===== config.mk =====
export PLATFORM = sky130hd
export DESIGN_NAME = ws2812_in_flat
export DESIGN_NICKNAME = d
export VERILOG_FILES = /design/src/rtl/ws2812_in_if.sv /design/src/rtl/ws2812_in.sv /design/src/flat_wrapper.sv
export SDC_FILE = /design/constraint.sdc
export NUM_CORES = 1
export LEC_CHECK = 0
export CAP_MARGIN = 0
export CORE_MARGIN = 5
export CORE_UTILIZATION = 35
export CTS_CLUSTER_DIAMETER = 40
export DETAILED_ROUTE_END_ITERATION = 8
export PLACE_DENSITY = 0.52
export SYNTH_ARGS = -nofsm -noshare
export SYNTH_HDL_FRONTEND = slang
export SYNTH_SLANG_ARGS = --single-unit

===== constraint.sdc =====
create_clock -name clk -period 4.86 [get_ports clk]
set_input_delay 0.972 -clock clk [delete_from_list [all_inputs] [get_ports clk]]
set_output_delay 0.972 -clock clk [all_outputs]
set_load 0.01 [all_outputs]

===== src/rtl/ws2812_in_if.sv =====
// WS2812 receiver bus: async serial input, latched frame outputs and the
// optional downstream data line. The bench drives through master; the
// decoder sits on slave.
interface ws2812_in_if #(
   parameter int LED_CNT = 7
);
   localparam int PW = $clog2(LED_CNT + 1);

   logic                   din;
   logic [24*LED_CNT-1:0]  data_out;
   logic                   frame_valid;
   logic [PW-1:0]          pix_count;
   logic                   dout;

   modport master (output din, input data_out, frame_valid, pix_count, dout);
   modport slave  (input din, output data_out, frame_valid, pix_count, dout);
endinterface


===== src/rtl/ws2812_in.sv =====
// ws2812_in: WS2812 one-wire stream decoder. Measures synced high-pulse
// widths to recover GRB bits, stages the first LED_CNT pixels, and latches
// them onto data_out when a reset gap of RESET_CYC low cycles is seen.
// Optional feature macro: WS2812_IN_PASSTHRU_EN forwards overflow pixels
// (those beyond LED_CNT) on dout; without it dout is tied low.
module ws2812_in #(
   parameter int LED_CNT    = 7,
   parameter int THRESH_CYC = 6,
   parameter int MIN_CYC    = 2,
   parameter int RESET_CYC  = 500
) (
   input  logic       clk,
   input  logic       rst_n,
   ws2812_in_if.slave bus
);
   localparam int PW = $clog2(LED_CNT + 1);
   localparam int HW = $clog2(THRESH_CYC + 1);
   localparam int LW = $clog2(RESET_CYC + 1);

   typedef enum logic {ST_LOW, ST_HIGH} state_t;

   logic                  s1_q, s_q;
   state_t                state_q, state_d;
   logic [LW-1:0]         low_cnt_q, low_cnt_d;
   logic [HW-1:0]         high_cnt_q, high_cnt_d;
   logic [22:0]           shift_q;
   logic [23:0]           shift_d;
   logic [4:0]            bit_cnt_q, bit_cnt_d;
   logic [PW-1:0]         pix_idx_q, pix_idx_d;
   logic [23:0]           staging_q [LED_CNT];
   logic [23:0]           data_q    [LED_CNT];
   logic                  frame_valid_q;
   logic [PW-1:0]         pix_count_q;
   logic [24*LED_CNT-1:0] data_out_w;
   logic                  pix_wr, latch, low_sat, bit_val;

   // Two-flop synchroniser for the asynchronous data line
   always_ff @(posedge clk) begin
      if (!rst_n) begin
         s1_q <= 1'b0;
         s_q  <= 1'b0;
      end else begin
         s1_q <= bus.din;
         s_q  <= s1_q;
      end
   end

   // Pulse-width decoder: next state, bit shifting, pixel and frame boundaries
   always_comb begin
      state_d    = state_q;
      low_cnt_d  = low_cnt_q;
      high_cnt_d = high_cnt_q;
      shift_d    = {1'b0, shift_q};
      bit_cnt_d  = bit_cnt_q;
      pix_idx_d  = pix_idx_q;
      pix_wr     = 1'b0;
      latch      = 1'b0;
      low_sat    = (low_cnt_q == LW'(RESET_CYC));
      bit_val    = (high_cnt_q >= HW'(THRESH_CYC));
      case (state_q)
         ST_LOW: begin
            if (s_q) begin
               state_d    = ST_HIGH;
               high_cnt_d = HW'(1);
            end else if (!low_sat) begin
               low_cnt_d = low_cnt_q + 1'b1;
               latch     = (low_cnt_q == LW'(RESET_CYC - 1));
            end
         end
         ST_HIGH: begin
            if (s_q) begin
               if (high_cnt_q != HW'(THRESH_CYC))
                  high_cnt_d = high_cnt_q + 1'b1;
            end else if (high_cnt_q < HW'(MIN_CYC)) begin
               // Glitch: no bit, and the low gap it interrupted keeps counting
               state_d = ST_LOW;
               if (!low_sat) begin
                  low_cnt_d = low_cnt_q + 1'b1;
                  latch     = (low_cnt_q == LW'(RESET_CYC - 1));
               end
            end else begin
               state_d   = ST_LOW;
               low_cnt_d = '0;
               shift_d   = {shift_q, bit_val};
               if (bit_cnt_q == 5'd23) begin
                  bit_cnt_d = '0;
                  pix_wr    = (pix_idx_q < PW'(LED_CNT));
                  if (pix_idx_q != PW'(LED_CNT))
                     pix_idx_d = pix_idx_q + 1'b1;
               end else begin
                  bit_cnt_d = bit_cnt_q + 1'b1;
               end
            end
         end
         default: state_d = ST_LOW;
      endcase
      // A reset gap ends the frame; any partial pixel is dropped
      if (latch) begin
         pix_idx_d = '0;
         bit_cnt_d = '0;
         shift_d   = '0;
      end
   end

   // Decoder state, staging writes and frame latch
   always_ff @(posedge clk) begin
      if (!rst_n) begin
         state_q       <= ST_LOW;
         low_cnt_q     <= '0;
         high_cnt_q    <= '0;
         shift_q       <= '0;
         bit_cnt_q     <= '0;
         pix_idx_q     <= '0;
         frame_valid_q <= 1'b0;
         pix_count_q   <= '0;
         for (int i = 0; i < LED_CNT; i++) begin
            staging_q[i] <= '0;
            data_q[i]    <= '0;
         end
      end else begin
         state_q       <= state_d;
         low_cnt_q     <= low_cnt_d;
         high_cnt_q    <= high_cnt_d;
         shift_q       <= shift_d[22:0];
         bit_cnt_q     <= bit_cnt_d;
         pix_idx_q     <= pix_idx_d;
         frame_valid_q <= latch && (pix_idx_q != '0);
         if (latch && (pix_idx_q != '0))
            pix_count_q <= pix_idx_q;
         for (int i = 0; i < LED_CNT; i++) begin
            if (pix_wr && (pix_idx_q == PW'(i)))
               staging_q[i] <= shift_d;
            // Only slots filled this frame are refreshed; others keep old data
            if (latch && (pix_idx_q > PW'(i)))
               data_q[i] <= staging_q[i];
         end
      end
   end

   // Pixel 0 occupies the top 24 bits of data_out
   for (genvar gi = 0; gi < LED_CNT; gi++) begin : g_out
      assign data_out_w[24*(LED_CNT-gi)-1 -: 24] = data_q[gi];
   end

   assign bus.data_out    = data_out_w;
   assign bus.frame_valid = frame_valid_q;
   assign bus.pix_count   = pix_count_q;

`ifdef WS2812_IN_PASSTHRU_EN
   logic fwd_q, fwd_d, dout_q, dout_d;

   // Forwarding starts on the first rising edge after the store is full
   always_comb begin
      fwd_d = fwd_q;
      if (latch)
         fwd_d = 1'b0;
      else if ((state_q == ST_LOW) && s_q && (pix_idx_q == PW'(LED_CNT)))
         fwd_d = 1'b1;
      dout_d = fwd_d & s_q;
   end

   // Registered downstream output, three cycles behind din
   always_ff @(posedge clk) begin
      if (!rst_n) begin
         fwd_q  <= 1'b0;
         dout_q <= 1'b0;
      end else begin
         fwd_q  <= fwd_d;
         dout_q <= dout_d;
      end
   end

   assign bus.dout = dout_q;
`else
   assign bus.dout = 1'b0;
`endif
endmodule

===== src/flat_wrapper.sv =====
// flat-port wrapper written by rule: the top's interface ports become plain ports
module ws2812_in_flat 
#(
   parameter int LED_CNT    = 7,
   parameter int THRESH_CYC = 6,
   parameter int MIN_CYC    = 2,
   parameter int RESET_CYC  = 500
)
  (clk, rst_n, bus_din, bus_data_out, bus_frame_valid, bus_pix_count, bus_dout);
  ws2812_in_if #(.LED_CNT(LED_CNT)) bus_i ();
  input  logic clk;
  input  logic rst_n;
  input wire logic [$bits(bus_i.din)-1:0] bus_din;
  output wire logic [$bits(bus_i.data_out)-1:0] bus_data_out;
  output wire logic [$bits(bus_i.frame_valid)-1:0] bus_frame_valid;
  output wire logic [$bits(bus_i.pix_count)-1:0] bus_pix_count;
  output wire logic [$bits(bus_i.dout)-1:0] bus_dout;
  assign bus_i.din = bus_din;
  assign bus_data_out = bus_i.data_out;
  assign bus_frame_valid = bus_i.frame_valid;
  assign bus_pix_count = bus_i.pix_count;
  assign bus_dout = bus_i.dout;
  ws2812_in #(.LED_CNT(LED_CNT), .THRESH_CYC(THRESH_CYC), .MIN_CYC(MIN_CYC), .RESET_CYC(RESET_CYC)) u_core (.clk(clk), .rst_n(rst_n), .bus(bus_i));
endmodule

==> impl_results.md, run 1 <==
- Status: finished, final reports clean
- Worst hold path depth: 1
- Critical-path top delay cell: nand4_1
- Gr usage total: roughly 15%
- Post-layout instance area: 18400 um^2
- Antenna-violating nets left: 0
- Kind of critical path: reg -> reg
- Critical path startpoint category: flip-flop
- Syn nets: roughly 980
- Layout filler cell count: 3583
- Post-CTS Setup Repair Bufs: 0
- Vias in the first global route: between 7000 and 8000
- Largest net degree at the start of global routing: 47
- Placed cell areas: 16800 um^2
- DPL Wire Length: 21.7 mm
- Top fanout value on the critical path: 22
- Ports: roughly 180
- Layout cells sized above 1: 11.7%
- Syn Area/Cell: 14.8 um^2
- Via density: 4.57
- Final nets: 1179
- CP peak stage delay: 1040 ps
- Min cycle time layout: 3280 ps
- RR Startpoint: u_core.bit_cnt_q[0]$_SDFFE_PP0P_
- Post-Synthesis Cell Area: 14300 um^2
- Hold Path Origin: u_core.s1_q$_SDFF_PN0_
- Sw power: approximately 1.6 mW
- Reg2reg path depth: 5
- Pre-CTS setup slack: roughly 1500 ps
- Largest family of logic cells by synthesized area: simple AND/OR/NAND/NOR gates
- Die Width: between 200 and 250 um
- Max clock buf depth: 3
- Gate power share: 3.8%
- Crit. End Element: flip-flop
- Switching share of total power: between 20% and 30%
- DRT Pass-1 Iters: 5
- Final period util: 67.5%
- Slew Limit Fails: 0
- First-pass GRT wire length: around 50 mm
- Netlist cell types: 46
- Grt ovf: 0
- Initial antenna violation count: 0
- Mux share of post-synthesis cell area: 1.68%
- Clock transition at the registers of the reported paths: 60 ps
- Initial core utilization: a little over a third
- Reg power frac: 50.1%
- Setup WS post-layout: 1580 ps
- RSZ-0062 raised after global routing: false
- Setup violators final: 0
- Wire per inst: 19.9 um
- Clk pwr share: 46.1%
- Yosys warns: 0
- Core area: 40600 um^2
- Crit path cell chain: ha_1 -> nand4b_1 -> nor3_2 -> nand4_1 -> nor2_1
- Hold/Removal Path Class: reg -> reg
- #FFs+latches synth: 386
- Hold EP: u_core.s_q$_SDFF_PN0_
- Simple-gate area share of the yosys netlist: 16.0%
- Ys flop type: edfxtp_1
- Area grow syn2layout: 28.3%
- Clk sinks: 386
- Sequential area share after synthesis: 77.5%
- Residual DRC: 0
- Worst-margin pin slew: 1240 ps
- Port Buffers: around 170
- Final hold violation count: 0
- Worst-skew pair later-pin latency: 550 ps
- Worst vdd ir: between 0.2 and 0.3 mV
- 1st-iter DRT viols: 502
- Full die area: 45000 um^2
- Leakage: 6.29 nW
- Cts repair resizes: 0
- Post-Route Skew: 13.4 ps
- Fmax: 305 MHz
- DIE HEIGHT: 212 um
- ANT cells: 0
- Internal Power: between 5 and 6 mW
- Gate Count Post-Synth: 964
- Global placement routability congestion: around 0.78
- Final core occ: 45.2%
- CTS Hold Buffers Added: 0
- Rel. slew slack: 15.9%
- Xor and xnor area share after synthesis: less than 1%
- Worst EP arrival: 3640 ps
- H-tree depth: 2
- PwrDens: a little over 400 nW/um^2
- Reg2reg end: u_core.staging_q[3][19]$_SDFFCE_PN0P_
- CP required: 5210 ps
- Final wirelength: 34.5 mm
- Clk root buf: clkbuf_16
- Number of synthesized flops with an enable pin: 336
- Fraction of the mapped netlist area in adder cells: 0.962%
- Ys async rst share: 0%
- R2R Setup Slk: about 1600 ps
- Compound-Gate Fraction of Synth Area: 1.64%
- CTS buffer count: 47
- Vias: between 7000 and 8000
- Row Count: 74
- Setup Total Neg Slack: 0 ps
- CTS tree: yes
- Max cap viols: 0
[layout make-up]
cell class | count | area (um^2) | area share, %
flip-flops and latches | 386 | 11100 | 60.4
multi-input cells | 522 | 3090 | 16.8
repair buffers | 198 | 1920 | 10.4
clock buffers | 55 | 1290 | 7.02
well taps | 532 | 666 | 3.62
clock inverters | 31 | 283 | 1.54
inverters | 10 | 37.5 | 0.204
[power by group through the flow]
stage | Combinational (mW) | Clock (mW) | Sequential (mW)
3_3_place_gp | 0.288 | 0 | 3.84
6_report | 0.284 | 3.46 | 3.77
3_5_place_dp | 0.291 | 0 | 3.84
2_1_floorplan | 0.0695 | 0 | 3.86
5_1_grt | 0.305 | 3.68 | 3.78
4_1_cts | 0.291 | 3.53 | 3.77
[placed cells by master (no fill, tap or decap), types with 7 or more instances in the layout]
| master | instances |
|---|---|
| edfxtp_1 | 336 |
| nor2_1 | 183 |
| clkdlybuf4s50_1 | 173 |
| and2_1 | 172 |
| clkbuf_16 | 50 |
| dfxtp_1 | 50 |
| nand2_1 | 25 |
| buf_4 | 24 |
| mux2i_2 | 16 |
| a21oi_1 | 15 |
| nand3_1 | 14 |
| ha_1 | 11 |
| inv_1 | 10 |
| mux2i_1 | 8 |
| nand4_1 | 8 |
| o21ai_2 | 7 |
[worst max path at each step]
stage	start	end	slack, ps	depth (start not counted)
6_report	u_core.bit_cnt_q[0]$_SDFFE_PP0P_	u_core.staging_q[3][19]$_SDFFCE_PN0P_	1580	5
5_1_grt	u_core.s_q$_SDFF_PN0_	u_core.staging_q[5][14]$_SDFFCE_PN0P_	1270	4
4_1_cts	u_core.bit_cnt_q[0]$_SDFFE_PP0P_	u_core.staging_q[3][19]$_SDFFCE_PN0P_	1550	5
3_5_place_dp	rst_n	u_core.staging_q[3][19]$_SDFFCE_PN0P_	1460	6
3_3_place_gp	rst_n	u_core.staging_q[3][22]$_SDFFCE_PN0P_	1550	6
2_1_floorplan	u_core.state_q$_SDFF_PN0_	u_core.staging_q[6][0]$_SDFFCE_PN0P_	760	4
[cell usage after synthesis, types with 2 or more instances]
master | number | area (um^2)
edfxtp_1 | 336 | 10100
nor2_1 | 183 | 687
and2_1 | 172 | 1080
dfxtp_1 | 50 | 1000
clkbuf_1 | 25 | 93.8
nand2_1 | 25 | 93.8
mux2i_1 | 24 | 240
buf_2 | 19 | 95.1
a21oi_1 | 15 | 75.1
nand3_1 | 14 | 70.1
ha_1 | 11 | 138
o21ai_0 | 11 | 55.1
inv_1 | 10 | 37.5
nand4_1 | 8 | 50.1
nor3_1 | 6 | 30.0
nor3_2 | 6 | 60.1
xnor2_1 | 6 | 52.6
nor2b_1 | 4 | 25.0
nand3b_1 | 3 | 22.5
a211oi_1 | 2 | 15.0
a31oi_1 | 2 | 12.5
a41oi_1 | 2 | 17.5
and4_1 | 2 | 17.5
and4b_1 | 2 | 20.0
buf_4 | 2 | 15.0
nand4b_1 | 2 | 17.5
o31ai_1 | 2 | 15.0
xor2_1 | 2 | 17.5
[registers in the layout (all words and copies together) (netlist names)]
| name | count |
|---|---|
| u_core.staging_q | 168 |
| u_core.data_q | 168 |
| u_core.bus.pix_count | 3 |
| u_core.shift_q | 23 |
| u_core.s_q | 1 |
| u_core.s1_q | 1 |
| u_core.low_cnt_q | 9 |
| u_core.bus.frame_valid | 1 |
| u_core.state_q | 1 |
| u_core.bit_cnt_q | 5 |
| u_core.pix_idx_q | 3 |
| u_core.high_cnt_q | 3 |
[metal layers]
metal / GRT usage [%] / routed length [um] / up-vias
met3: 2.88 / 1900 / 49
met4: 5.25 / 1070 / 0
met5: 0 / 0 / -
met2: 25.3 / 17100 / 209
met1: 19.7 / 14400 / 3855
li1: - / - / 3808
[critical path, delay by kind of cell (launching register included)]
family / cells / cell delay (ps)
fa+ha+maj: 1 / 220
flops: 1 / 360
simple gates: 4 / 2500
[metrics by stage]
step / hold WS (ps) / cells / power [mW]
after floorplan: 412 / 964 / 3.93
after global placement: 420 / 1648 / 4.13
after detailed placement: 420 / 1648 / 4.13
after CTS: 433 / 1734 / 7.60
after global routing: 439 / 1734 / 7.76
final: 431 / 1734 / 7.51
[logic make-up (layout without fill, tap and decap cells)]
kind of cell | count (synthesis) | in the layout
xor+xnor | 8 | 8
flops | 386 | 386
simple gates | 439 | 439
compound gates | 39 | 39
buf+inv | 56 | 294
mux | 24 | 24
fa+ha+maj | 11 | 11
other cells | 1 | 1
(Power assumes the default switching activity.)
==> run 2: changes to the inputs <==
--- a/config.mk
+++ b/config.mk
@@ -10,7 +10,7 @@
 export CORE_UTILIZATION = 35
 export CTS_CLUSTER_DIAMETER = 40
 export DETAILED_ROUTE_END_ITERATION = 8
-export PLACE_DENSITY = 0.52
+export PLACE_DENSITY = 0.54
 export SYNTH_ARGS = -nofsm -noshare
 export SYNTH_HDL_FRONTEND = slang
 export SYNTH_SLANG_ARGS = --single-unit
==> constraint.sdc (replaced) <==
create_clock -name clk -period 2.6 [get_ports clk]
set_input_delay 0.52 -clock clk [delete_from_list [all_inputs] [get_ports clk]]
set_output_delay 0.52 -clock clk [all_outputs]
set_load 0.01 [all_outputs]
==> run 2 against run 1 <==
  * Register-to-register slack got worse by 1300 ps
  * Combinational power grew 99%
  * Largest power group unchanged
  * Largest cell class unchanged
  * Sequential share of layout area decreased by 1.2 points
  * Clock skew grew 4.2 ps
  * Final cell count grew 2.5%
  * Routed wire length fell by 0.63%
  * Worst hold slack lost 70 ps
  * First-iteration DRC count grew 0.40%
  * Fmax increased by 44%
  * Utilization grew 0.93 points
==> impl_results.md, run 2 (synthesis gave the netlist of run 1 again) <==
- Grt ovf: 0
- Crit. End Element: flip-flop
- Residual DRC: 0
- ANT cells: 0
- Kind of critical path: reg -> reg
- Clock transition at the registers of the reported paths: 60 ps
- Row Count: 74
- Global placement routability congestion: 0.798
- Worst EP arrival: 2530 ps
- Max clock buf depth: 3
- Port Buffers: 174
- Worst-margin pin slew: between 600 and 700 ps
- Area grow syn2layout: 31.0%
- CP Buf/Inv Count: 2
- Wire per inst: 19.3 um
- Critical path startpoint category: flip-flop
- Setup WS post-layout: 319 ps
- Post-CTS Setup Repair Bufs: 0
- Layout filler cell count: 3590
- Setup Total Neg Slack: 0 ps
- CTS Hold Buffers Added: 0
- RSZ-0062 raised after global routing: false
- Vias: 8092
- Initial antenna violation count: 0
- Vias in the first global route: 8192
- Gr usage total: 15.1%
- CTS buffer count: 46
- Clk sinks: 386
- Full die area: 45000 um^2
- Status: finished, final reports clean
- Crit path cell chain: and2b_1 -> nand2_1 -> buf_4 -> o41ai_4 -> buf_12
- Largest net degree at the start of global routing: 47
- Worst vdd ir: ~0.53 mV
- Max cap viols: 0
- Via density: 4.55
- Post-Route Skew: 17.6 ps
- Final hold violation count: 0
- Largest regs: u_core.data_q (168), u_core.staging_q (168), u_core.shift_q (23)
- Delay-heaviest family, CP: simple AND/OR/NAND/NOR gates
- Critical-path top delay cell: dfxtp_1
- H-tree depth: 2
- PwrDens: 746 nW/um^2
- Cts repair resizes: 0
- Rel. slew slack: 54.5%
- Post-placement cell count: 1694
- Final period util: about 90%
- Final nets: about 1200
- DPL Wire Length: between 20 and 25 mm
- Most frequent cells in the layout: edfxtp_1, nor2_1, clkdlybuf4s50_1, and2_1, buf_4
- First-pass GRT wire length: 51.2 mm
- Layout cells sized above 1: 13.2%
- Hold/Removal Path Class: in -> reg
- CTS tree: yes
- Antenna-violating nets left: 0
- Initial core utilization: 35.2%
- Final wirelength: 34.2 mm
- Clk root buf: clkbuf_16
- CP peak stage delay: 470 ps
- Leakage: ~6.6 nW
- CP required: between 2000 and 3000 ps
- Slew Limit Fails: 0
- Commonest non-fill, non-tap cell in the layout: edfxtp_1
- Min cycle time layout: 2280 ps
- DRT Pass-1 Iters: 4
- Non-filler instance count after layout: 1778
- Top fanout value on the critical path: 24
- Worst-skew pair later-pin latency: ~540 ps
- 1st-iter DRT viols: roughly 500
- Die Width: 212 um
- Ports: 176
- DIE HEIGHT: 212 um
- Setup violators final: 0
- Pre-CTS setup slack: 333 ps
- Core area: a little over 40000 um^2
- Fmax: around 440 MHz
[run 2: worst paths after layout]
kind / slack, ps / cells after the start / start / to
worst max register to register: 320 / 5 / u_core.state_q$_SDFF_PN0_ / u_core.staging_q[6][8]$_SDFFCE_PN0P_
worst min-delay path: 360 / 3 / rst_n / u_core.high_cnt_q[1]$_SDFFE_PN0P_
worst min register to register: 430 / 1 / u_core.s1_q$_SDFF_PN0_ / u_core.s_q$_SDFF_PN0_
worst max-delay path: 320 / 5 / u_core.state_q$_SDFF_PN0_ / u_core.staging_q[6][8]$_SDFFCE_PN0P_
[run 2: area by class of cell]
class                      instances  area (um^2)  area share [%]
clock inverter                    26          280            1.50
clock buffer                      58         1260            6.72
timing repair buffer             244         2370            12.7
multi-input combinational        522         3040            16.2
inverter                          10         37.5           0.200
tap                              532          666            3.55
sequential                       386        11100            59.2
[run 2: worst reg2reg max path, stage by stage, from the launching register on]
cell     delay [ps]
dfxtp_1         470
and2b_1         250
nand2_1         350
buf_4           300
o41ai_4         370
buf_12          220
[run 2: routing by layer]
metal	vias up	global-route usage, %	wire [um]
met5	-	0	0
met4	0	4.68	968
met3	50	2.73	1660
met2	215	25.8	17100
met1	3939	19.9	14500
li1	3888	-	-
[run 2: power by group]
group / switching, mW / total [mW] / internal [mW] / leakage, nW
combinational: 0.282 / 0.566 / 0.284 / 2.08
sequential: 0.0850 / 7.03 / 6.95 / 3.75
clock: 2.44 / 6.39 / 3.95 / 0.756
total: 2.81 / 14.0 / 11.2 / 6.58
[run 2: per-stage QoR]
step                      util [%]  cell area, um^2  hold WS [ps]  total power [mW]
final                         46.1            18700           361              14.0
after global routing          46.1            18700           384              14.5
after CTS                     46.1            18700           342              14.2
after detailed placement      42.3            17200           421              7.74
after global placement        42.3            17200           421              7.74
after floorplan                  -            14300           412              7.34
